## src/rtl/bydin_rs_arb.sv

```systemverilog
// bydin_rs_arb: shares one RS decoder among NCH byte-deinterleaver channels.
// Grants one RS row at a time round-robin and latches that row's RS mode.
// Forwards the owner's bytes to the decoder and routes decoder output back.
// The grant is released on row finish or on watchdog expiry.
module bydin_rs_arb #(
  parameter int unsigned   NCH     = 4,
  parameter int unsigned   DW      = 8,
  parameter int unsigned   ROW_LEN = 240,
  parameter int unsigned   TO_W    = 16,
  parameter logic [TO_W-1:0] TIMEOUT = TO_W'(4095)
) (
  input  logic                              clk,
  input  logic                              reset_n,
  input  logic [NCH-1:0]                    ch_req,
  input  logic [2*NCH-1:0]                  ch_rs_mode,
  input  logic [NCH-1:0]                    ch_en_in,
  input  logic [DW*NCH-1:0]                 ch_din,
  output logic [NCH-1:0]                    ch_grant,
  output logic [NCH-1:0]                    ch_rs_en_out,
  output logic [DW-1:0]                     ch_rs_dout,
  output logic [NCH-1:0]                    ch_row_done,
  output logic [NCH-1:0]                    ch_timeout,
  output logic [1:0]                        rs_mode,
  output logic                              rs_en_in,
  output logic [DW-1:0]                     rs_din,
  input  logic                              rs_row_finish,
  input  logic                              rs_en_out,
  input  logic [DW-1:0]                     rs_dout,
  output logic                              busy,
  output logic [((NCH > 1) ? $clog2(NCH) : 1)-1:0] grant_id
);

  localparam int unsigned IW = (NCH > 1) ? $clog2(NCH) : 1;
  localparam int unsigned CW = $clog2(ROW_LEN + 1);

  typedef enum logic [1:0] {
    S_IDLE  = 2'd0,
    S_FEED  = 2'd1,
    S_DRAIN = 2'd2
  } state_t;

  state_t            state_q, state_d;
  logic [IW-1:0]     last_owner_q, last_owner_d;
  logic [CW-1:0]     byte_cnt_q, byte_cnt_d;
  logic [TO_W-1:0]   wd_cnt_q, wd_cnt_d;

  logic [NCH-1:0]    ch_grant_q, ch_grant_d;
  logic [NCH-1:0]    ch_rs_en_out_q, ch_rs_en_out_d;
  logic [DW-1:0]     ch_rs_dout_q, ch_rs_dout_d;
  logic [NCH-1:0]    ch_row_done_q, ch_row_done_d;
  logic [NCH-1:0]    ch_timeout_q, ch_timeout_d;
  logic [1:0]        rs_mode_q, rs_mode_d;
  logic              rs_en_in_q, rs_en_in_d;
  logic [DW-1:0]     rs_din_q, rs_din_d;
  logic              busy_q, busy_d;
  logic [IW-1:0]     grant_id_q, grant_id_d;

  logic              win_found;
  logic [IW-1:0]     win_id;
  logic [1:0]        win_mode;
  logic              own_en;
  logic [DW-1:0]     own_din;
  logic [TO_W-1:0]   wd_inc;
  logic [CW-1:0]     byte_inc;

  // Round-robin pick: first requester above last_owner, else lowest requester (wrap).
  always_comb begin
    win_found = 1'b0;
    win_id    = '0;
    for (int i = 0; i < NCH; i++) begin
      if (!win_found && ch_req[i] && (IW'(i) > last_owner_q)) begin
        win_found = 1'b1;
        win_id    = IW'(i);
      end
    end
    for (int i = 0; i < NCH; i++) begin
      if (!win_found && ch_req[i]) begin
        win_found = 1'b1;
        win_id    = IW'(i);
      end
    end
    win_mode = 2'b00;
    for (int i = 0; i < NCH; i++) begin
      if (IW'(i) == win_id) win_mode = ch_rs_mode[2*i +: 2];
    end
  end

  // Select the current owner's byte strobe and data.
  always_comb begin
    own_en  = 1'b0;
    own_din = '0;
    for (int i = 0; i < NCH; i++) begin
      if (IW'(i) == grant_id_q) begin
        own_en  = ch_en_in[i];
        own_din = ch_din[DW*i +: DW];
      end
    end
  end

  assign wd_inc   = wd_cnt_q + TO_W'(1);
  assign byte_inc = (byte_cnt_q == CW'(ROW_LEN)) ? byte_cnt_q : byte_cnt_q + CW'(1);

  // Next-state and output decode; pulses default low, everything else holds.
  always_comb begin
    state_d        = state_q;
    last_owner_d   = last_owner_q;
    byte_cnt_d     = byte_cnt_q;
    wd_cnt_d       = wd_cnt_q;
    ch_grant_d     = ch_grant_q;
    ch_rs_en_out_d = '0;
    ch_rs_dout_d   = ch_rs_dout_q;
    ch_row_done_d  = '0;
    ch_timeout_d   = '0;
    rs_mode_d      = rs_mode_q;
    rs_en_in_d     = 1'b0;
    rs_din_d       = rs_din_q;
    busy_d         = busy_q;
    grant_id_d     = grant_id_q;

    case (state_q)
      S_IDLE: begin
        if (win_found) begin
          for (int i = 0; i < NCH; i++) ch_grant_d[i] = (IW'(i) == win_id);
          grant_id_d = win_id;
          rs_mode_d  = win_mode;
          byte_cnt_d = '0;
          wd_cnt_d   = '0;
          busy_d     = 1'b1;
          state_d    = S_FEED;
        end
      end

      S_FEED, S_DRAIN: begin
        if (rs_en_out) begin
          ch_rs_en_out_d = ch_grant_q;
          ch_rs_dout_d   = rs_dout;
        end
        wd_cnt_d = wd_inc;
        if (rs_row_finish) begin
          ch_row_done_d = ch_grant_q;
          ch_grant_d    = '0;
          busy_d        = 1'b0;
          last_owner_d  = grant_id_q;
          state_d       = S_IDLE;
        end else if (wd_inc == TIMEOUT) begin
          ch_timeout_d  = ch_grant_q;
          ch_grant_d    = '0;
          busy_d        = 1'b0;
          last_owner_d  = grant_id_q;
          state_d       = S_IDLE;
        end else if ((state_q == S_FEED) && own_en) begin
          rs_en_in_d = 1'b1;
          rs_din_d   = own_din;
          byte_cnt_d = byte_inc;
          if (byte_inc == CW'(ROW_LEN)) state_d = S_DRAIN;
        end
      end

      default: begin
        ch_grant_d = '0;
        busy_d     = 1'b0;
        state_d    = S_IDLE;
      end
    endcase
  end

  // State and output registers with synchronous active-low reset.
  always_ff @(posedge clk) begin
    if (!reset_n) begin
      state_q        <= S_IDLE;
      last_owner_q   <= IW'(NCH - 1);
      byte_cnt_q     <= '0;
      wd_cnt_q       <= '0;
      ch_grant_q     <= '0;
      ch_rs_en_out_q <= '0;
      ch_rs_dout_q   <= '0;
      ch_row_done_q  <= '0;
      ch_timeout_q   <= '0;
      rs_mode_q      <= 2'b00;
      rs_en_in_q     <= 1'b0;
      rs_din_q       <= '0;
      busy_q         <= 1'b0;
      grant_id_q     <= '0;
    end else begin
      state_q        <= state_d;
      last_owner_q   <= last_owner_d;
      byte_cnt_q     <= byte_cnt_d;
      wd_cnt_q       <= wd_cnt_d;
      ch_grant_q     <= ch_grant_d;
      ch_rs_en_out_q <= ch_rs_en_out_d;
      ch_rs_dout_q   <= ch_rs_dout_d;
      ch_row_done_q  <= ch_row_done_d;
      ch_timeout_q   <= ch_timeout_d;
      rs_mode_q      <= rs_mode_d;
      rs_en_in_q     <= rs_en_in_d;
      rs_din_q       <= rs_din_d;
      busy_q         <= busy_d;
      grant_id_q     <= grant_id_d;
    end
  end

  assign ch_grant     = ch_grant_q;
  assign ch_rs_en_out = ch_rs_en_out_q;
  assign ch_rs_dout   = ch_rs_dout_q;
  assign ch_row_done  = ch_row_done_q;
  assign ch_timeout   = ch_timeout_q;
  assign rs_mode      = rs_mode_q;
  assign rs_en_in     = rs_en_in_q;
  assign rs_din       = rs_din_q;
  assign busy         = busy_q;
  assign grant_id     = grant_id_q;

endmodule

```

## config.mk

```make
export PLATFORM = sky130hd
export DESIGN_NAME = bydin_rs_arb
export DESIGN_NICKNAME = d
export VERILOG_FILES = /design/src/rtl/bydin_rs_arb.sv
export SDC_FILE = /design/constraint.sdc
export NUM_CORES = 1
export LEC_CHECK = 0
export CAP_MARGIN = 20
export CORE_MARGIN = 8
export CORE_UTILIZATION = 25
export DETAILED_ROUTE_END_ITERATION = 7
export GPL_ROUTABILITY_DRIVEN = 0
export PLACE_DENSITY = 0.57
export SETUP_SLACK_MARGIN = 0.2
export SLEW_MARGIN = 20
export SYNTH_ARGS = -nofsm -noshare
export SYNTH_HDL_FRONTEND = slang
export SYNTH_SLANG_ARGS = --single-unit
export TNS_END_PERCENT = 5
```

## constraint.sdc

```tcl
create_clock -name clk -period 3.2 [get_ports clk]
set_input_delay 0.64 -clock clk [delete_from_list [all_inputs] [get_ports clk]]
set_output_delay 0.64 -clock clk [all_outputs]
set_load 0.005 [all_outputs]
```

==> summary.txt, run 1 <==
Synthesis
  – Yosys reg bits: 66
  – Synth unique cells: 65
  – Post-synth ARST share: 0%
  – Synthesized instance count: 445
  – Number of synthesized flops with an enable pin: 0
  – Syn Std Cell Area: 3631 um^2
  – Synth Flop Type: dfxtp_1
  – Syn_area_per_cell: 8.160 um^2
  – Seq/Total Area, Yosys: 36.39%
  – Synth warn: 0
  – Mapped Nets: around 510

Drt
  – Avg WL per Cell: 15.46 um
  – Detailed Routing Iterations Pass 1: 4
  – Total vias in the final route: 3619
  – Vias per std cell: 5.012
  – Final WL: 11.16 mm
  – Remaining DRCs: 0
  – Antenna Nets Post-Route: 0
  – Initial DRC Count: 271

GRT
  – Via count of the first global-routing pass: 3554
  – Initial antenna violation count: 0
  – Largest net degree at the start of global routing: 32
  – First-pass GRT wire length: between 15 and 20 mm
  – Total GRT Usage: between 10% and 20%
  – Congestion Overflow GR: 0

Worst setup path
  – Worst path arrival time: 2.83 ns
  – Crit start category: flip-flop
  – Crit Path Max Fanout: 9
  – Critical Path RT: 3.42 ns
  – CP Class: reg -> reg
  – Critical path capture point type: flip-flop

Layout
  – Most common cell after layout, fill and taps aside: clkdlybuf4s50_1
  – Layout cells sized above 1: 9.480%
  – Post-layout util: 35.22%
  – Fin nets: 599
  – Design Area, Final: between 5000 and 6000 um^2
  – Most frequent cells in the layout: clkdlybuf4s50_1, dfxtp_1, nand2_1
  – Fillers: 1495
  – Fin cells: around 720
  – Ant. Diodes: 0
  – Synthesis-to-finish area growth: 39.39%

Floorplanning
  – IO Pins: 98
  – Row Count: 44
  – Die Height: 136.5 um
  – Die ar.: 18640 um^2
  – Core footprint: 14370 um^2
  – Initial Util: 25.27%
  – Die X: roughly 140 um

Clocking
  – CTS tree: done
  – Clock sink count: 66
  – CTS root buffer: clkbuf_16
  – Clk Latency, worst-skew pair: 0.33 ns
  – CTS max path bufs: 2
  – Clk slew on worst S/H paths: ~0.06 ns
  – Setup bufs post-CTS: 0
  – H-tree depth: 3
  – Total CTS buffers: 9

STA
  – Final setup viols: 0
  – Setup Skew: 0.005817 ns
  – Hold Slack: between 0.4 and 0.5 ns
  – Tcrit/Tclk final: 81.41%
  – Pins Over Slew Limit: 0
  – Hold Fails Final Rpt: 0
  – Setup TNS: 0 ns
  – Worst-Margin Slew: 0.6598 ns
  – Worst slew margin: 55.65%
  – FMAX: approximately 380 MHz
  – RSZ-0062 raised after global routing: no
  – Tmin final: 2.605 ns

Power
  – Power Density: 424.7 nW/um^2
  – Leak: 1.813 nW
  – Max rail drop VDD: 0.2463 mV

Outcome
  – Status: finished clean

Placed design
  – Port bufs: 97
  – Post-placement cell count: around 710
  – DPL Wire Length: 8.445 mm
  – Post-DP Area: ~4800 um^2

Hold path
  – Hold/Removal Path Class: reg -> reg

Flow run
  – Max cap viols: 0
stage by stage:
step,power (mW),worst slack [ns]
2_1_floorplan,1.065,0.8728
3_3_place_gp,1.243,0.2309
3_5_place_dp,1.246,0.1525
4_1_cts,2.174,0.4681
5_1_grt,2.246,0.3479
6_report,2.149,0.5949
critical path, stage by stage (launching register included):
cell and delay, ns:
dfxtp_1 0.40, ha_1 0.36, inv_1 0.18, nor3_1 0.39
nand2b_1 0.12, o21ai_2 0.21, a41oi_2 0.17, buf_4 0.21
o21a_1 0.24, a32o_1 0.23
logic make-up (layout without fill, tap and decap cells):
family	after synthesis	after routing	synth area share, %
compound gates	112	112	20.43
xor+xnor	3	3	0.7238
fa+ha+maj	6	6	2.067
buf+inv	52	145	6.168
flops	66	66	36.39
mux	13	13	6.375
simple gates	193	193	27.84
state kept, by name (all words and copies together), names as in the netlist:
signal	flops
ch_rs_en_out	4
state_q	2
ch_grant	4
wd_cnt_q	16
rs_en_in	1
ch_row_done	4
rs_din	8
grant_id	2
byte_cnt_q	8
rs_mode	2
ch_rs_dout	8
ch_timeout	4
busy	1
last_owner_q	2
worst paths after layout:
| kind | start | endpoint | slack [ns] | cells after the start |
|---|---|---|---|---|
| worst min register to register | ch_rs_dout[5]$_SDFFE_PN0P_ | ch_rs_dout[5]$_SDFFE_PN0P_ | 0.46 | 2 |
| worst max-delay path | wd_cnt_q[0]$_SDFFE_PN0P_ | ch_grant[1]$_SDFFE_PN0P_ | 0.59 | 9 |
| worst max register to register | wd_cnt_q[0]$_SDFFE_PN0P_ | ch_grant[1]$_SDFFE_PN0P_ | 0.59 | 9 |
| worst min-delay path | ch_rs_dout[5]$_SDFFE_PN0P_ | ch_rs_dout[5]$_SDFFE_PN0P_ | 0.46 | 2 |
Yosys cell counts (all sizes together) (3+ instances only):
library cell,n,area share (%)
nand4,14,3.0
clkbuf,20,2.1
mux4,8,5.0
nand3b,3,0.62
or3,6,1.0
o21ai,28,4.0
nand2b,6,1.0
ha,6,2.1
buf,11,1.9
and2,14,2.4
mux2i,4,1.1
dfxtp,66,36
and3,10,1.7
a21oi,35,4.8
and4,4,1.0
o221ai,5,1.2
a211oi,4,0.96
o211ai,9,2.0
nor3,14,2.4
nand3,17,2.3
nor2,32,3.3
a32o,4,1.1
inv,21,2.2
a31oi,4,0.69
nand2,61,6.4
nor4,5,1.0
layer usage:
layer  GRT usage [%]  vias to the layer above  wire [um]
li1                -                     1789          -
met1           14.02                     1708       4847
met2           19.48                      102       5352
met3           3.524                       20        710
met4           5.430                        0        252
met5               0                        -          0
cell type report:
class | count | area (um^2) | area share (%)
clock buffers | 10 | 239.0 | 4.722
multi-input cells | 327 | 2097 | 41.43
well taps | 184 | 230.2 | 4.549
clock inverters | 6 | 41.29 | 0.8158
inverters | 21 | 78.83 | 1.557
repair buffers | 108 | 1054 | 20.82
flip-flops and latches | 66 | 1321 | 26.11
what timing repair did:
action | 4_1_cts | 5_1_grt
hold buffers | 0 | 0
setup endpoints to repair | 0 | 3
gates resized for setup | 0 | 1
hold endpoints to repair | 0 | 0
where the power goes:
group	internal, mW	switching [mW]	leakage (nW)
clock	0.544	0.377	0.131
combinational	0.189	0.171	1.15
sequential	0.847	0.0200	0.535
Power figures use the tool's default switching activity.
==> run 2: changes to the inputs <==
Settings changed: PLACE_DENSITY 0.57 to 0.59.
Clock period 3.2 ns to 2.2 ns, I/O delays scaled along.
==> run 2 against run 1 <==
  * Via count up 7.7%
  * Critical path type unchanged
  * Final cell count rose by 8.2%
  * Worst setup slack worse by 0.54 ns
  * Critical path depth rose by 1
  * Clock skew up 0.0013 ns
  * Global-route usage grew 0.81 points
  * Fmax increased by 21%
  * Power is 55% higher
  * Clock power increased by 62%
  * Wire length grew 6.6%
  * Die area did not move
==> summary.txt, run 2 (synthesized netlist as in run 1, its figures left out) <==
Outcome
  – Status: finished clean

Drt
  – Antenna Nets Post-Route: 0 (unchanged)
  – Vias per std cell: 4.990 (-0.45%)
  – Total vias in the final route: 3897 (+7.7%)
  – Detailed Routing Iterations Pass 1: 5 (+1)
  – Remaining DRCs: 0 (unchanged)
  – Avg WL per Cell: 15.24 um (-1.4%)
  – Initial DRC Count: 202 (-25%)
  – Final WL: 11.90 mm (+6.6%)

STA
  – Setup Skew: 0.007077 ns (+0.001260 ns)
  – Setup ws final: 0.05205 ns (-0.5429 ns)
  – Pins Over Slew Limit: 0 (unchanged)
  – RSZ-0062 raised after global routing: yes
  – Hold Fails Final Rpt: 0 (unchanged)
  – Worst-Margin Slew: 0.4120 ns (-0.2478 ns)
  – Tcrit/Tclk final: 97.63% (+16 points)
  – FMAX: 465.6 MHz (+21%)
  – Hold Slack: 0.4488 ns (-0.006522 ns)
  – Worst slew margin: 72.53% (+17 points)
  – Final setup viols: 0 (unchanged)
  – Tmin final: 2.148 ns (-0.4571 ns)

Floorplanning
  – Core footprint: 14370 um^2 (unchanged)
  – Row Count: 44 (unchanged)
  – IO Pins: 98 (unchanged)
  – Die X: 136.5 um (unchanged)
  – Initial Util: 25.27% (unchanged)
  – Die ar.: 18640 um^2 (unchanged)
  – Die Height: 136.5 um (unchanged)

Hold path
  – Hold path depth: 2 (unchanged)
  – Hold/Removal Path Class: reg -> reg

Worst setup path
  – Crit Path Max Fanout: 6 (-3)
  – CP Class: reg -> reg
  – Cells on worst reg2reg path: 10 (+1)
  – Critical path capture point type: flip-flop
  – Crit start category: flip-flop
  – Worst path arrival time: 2.38 ns (-0.45 ns)
  – Critical Path RT: 2.43 ns (-0.99 ns)

Clocking
  – Total CTS buffers: 9 (unchanged)
  – CTS root buffer: clkbuf_16
  – CTS tree: done
  – Clk slew on worst S/H paths: 0.06 ns (about the same)
  – Clk Latency, worst-skew pair: 0.34 ns (about the same)
  – CTS max path bufs: 2 (unchanged)
  – Clock sink count: 66 (unchanged)
  – H-tree depth: 3 (unchanged)
  – CTS Hold Bufs: 0 (unchanged)

Layout
  – Most frequent cells in the layout: clkdlybuf4s50_1, buf_4, nand2_1
  – Synthesis-to-finish area growth: 58.55%
  – Layout cells sized above 1: 24.62% (+15 points)
  – Ant. Diodes: 0 (unchanged)
  – Most common cell after layout, fill and taps aside: clkdlybuf4s50_1
  – Post-layout util: 40.06% (+4.8 points)
  – Fin nets: 658 (+9.8%)
  – Fillers: 1389 (-7.1%)
  – Max FFs per register: 16 (unchanged)
  – Reg with most FFs: wd_cnt_q

Placed design
  – DPL Wire Length: 8.981 mm (+6.4%)
  – Port bufs: 97 (unchanged)
  – Setup slack at placement: -0.1831 ns (-0.3356 ns)

GRT
  – First-pass GRT wire length: 19.08 mm (+7.1%)
  – Total GRT Usage: 12.69% (+0.81 points)
  – Initial antenna violation count: 0 (unchanged)
  – Congestion Overflow GR: 0 (unchanged)
  – Largest net degree at the start of global routing: 32 (unchanged)
  – Via count of the first global-routing pass: 3893 (+9.5%)

Power
  – Leak: 2.225 nW (+23%)
  – Max rail drop VDD: 0.3043 mV (+24%)
  – Power Density: 579.8 nW/um^2 (+37%)

Flow run
  – Max cap viols: 0 (unchanged)
[run 2: cell count changes in the layout (fill, tap and decap cells not counted), moves of 5 or more]
cell     delta
dfxtp_2     +5
buf_4      +56
dfxtp_1    -10
dfxtp_4     +5
o21ai_0     -9
[run 2: metrics by stage]
stage / cell area (um^2) / cells / setup TNS, ns / total power, mW
2_1_floorplan: 3666 / 445 / 0 / 1.552
5_1_grt: 5757 / 781 / -0.1369 / 3.485
3_3_place_gp: 5132 / 751 / -2.133 / 1.837
3_5_place_dp: 5132 / 751 / -4.204 / 1.849
4_1_cts: 5657 / 779 / 0 / 3.364
6_report: 5757 / 781 / 0 / 3.338
[run 2: critical path, cell delays in order (launching register included)]
cell      delay, ns
dfxtp_4        0.36
buf_4          0.13
and2_4         0.15
and3b_1        0.17
o21bai_1       0.17
a211oi_2       0.09
buf_4          0.16
buf_4          0.13
and4_4         0.20
o31a_1         0.28
o221a_1        0.20
[run 2: final cells by class]
type / count / area, um^2 / area share [%]
clock buffers: 9 / 225.2 / 3.912
well taps: 184 / 230.2 / 3.999
multi-input cells: 327 / 2276 / 39.53
flip-flops and latches: 66 / 1346 / 23.39
inverters: 21 / 78.83 / 1.369
repair buffers: 167 / 1518 / 26.36
clock inverters: 7 / 82.58 / 1.434
[run 2: timing repair]
item,CTS,global route
pin swaps,16,20
gates cloned,0,0
endpoints found under the setup margin,31,49
buffers inserted,12,2
resized for setup,33,31
endpoints found under the hold margin,0,0
[run 2: routing by layer]
| metal | part of all wire [%] | global-route usage [%] | vias up |
|---|---|---|---|
| met5 | 0 | 0 | - |
| met4 | 1.4 | 5.003 | 0 |
| met3 | 5.7 | 3.377 | 12 |
| met2 | 50 | 21.00 | 116 |
| met1 | 43 | 15.34 | 1861 |
| li1 | - | - | 1908 |
[run 2: report_power, final]
part           switching (mW)  leakage, nW  internal [mW]
Sequential             0.0377        0.541           1.23
Combinational           0.261         1.53          0.321
Clock                   0.593        0.151          0.897
[run 2: worst paths after layout]
kind / start / endpoint / slack (ns)
worst max-delay path: wd_cnt_q[0]$_SDFFE_PN0P_ / state_q[0]$_SDFFE_PN0P_ / 0.05
worst min-delay path: rs_din[4]$_SDFFE_PN0P_ / rs_din[4]$_SDFFE_PN0P_ / 0.45
worst max register to register: wd_cnt_q[0]$_SDFFE_PN0P_ / state_q[0]$_SDFFE_PN0P_ / 0.05
worst min register to register: rs_din[4]$_SDFFE_PN0P_ / rs_din[4]$_SDFFE_PN0P_ / 0.45
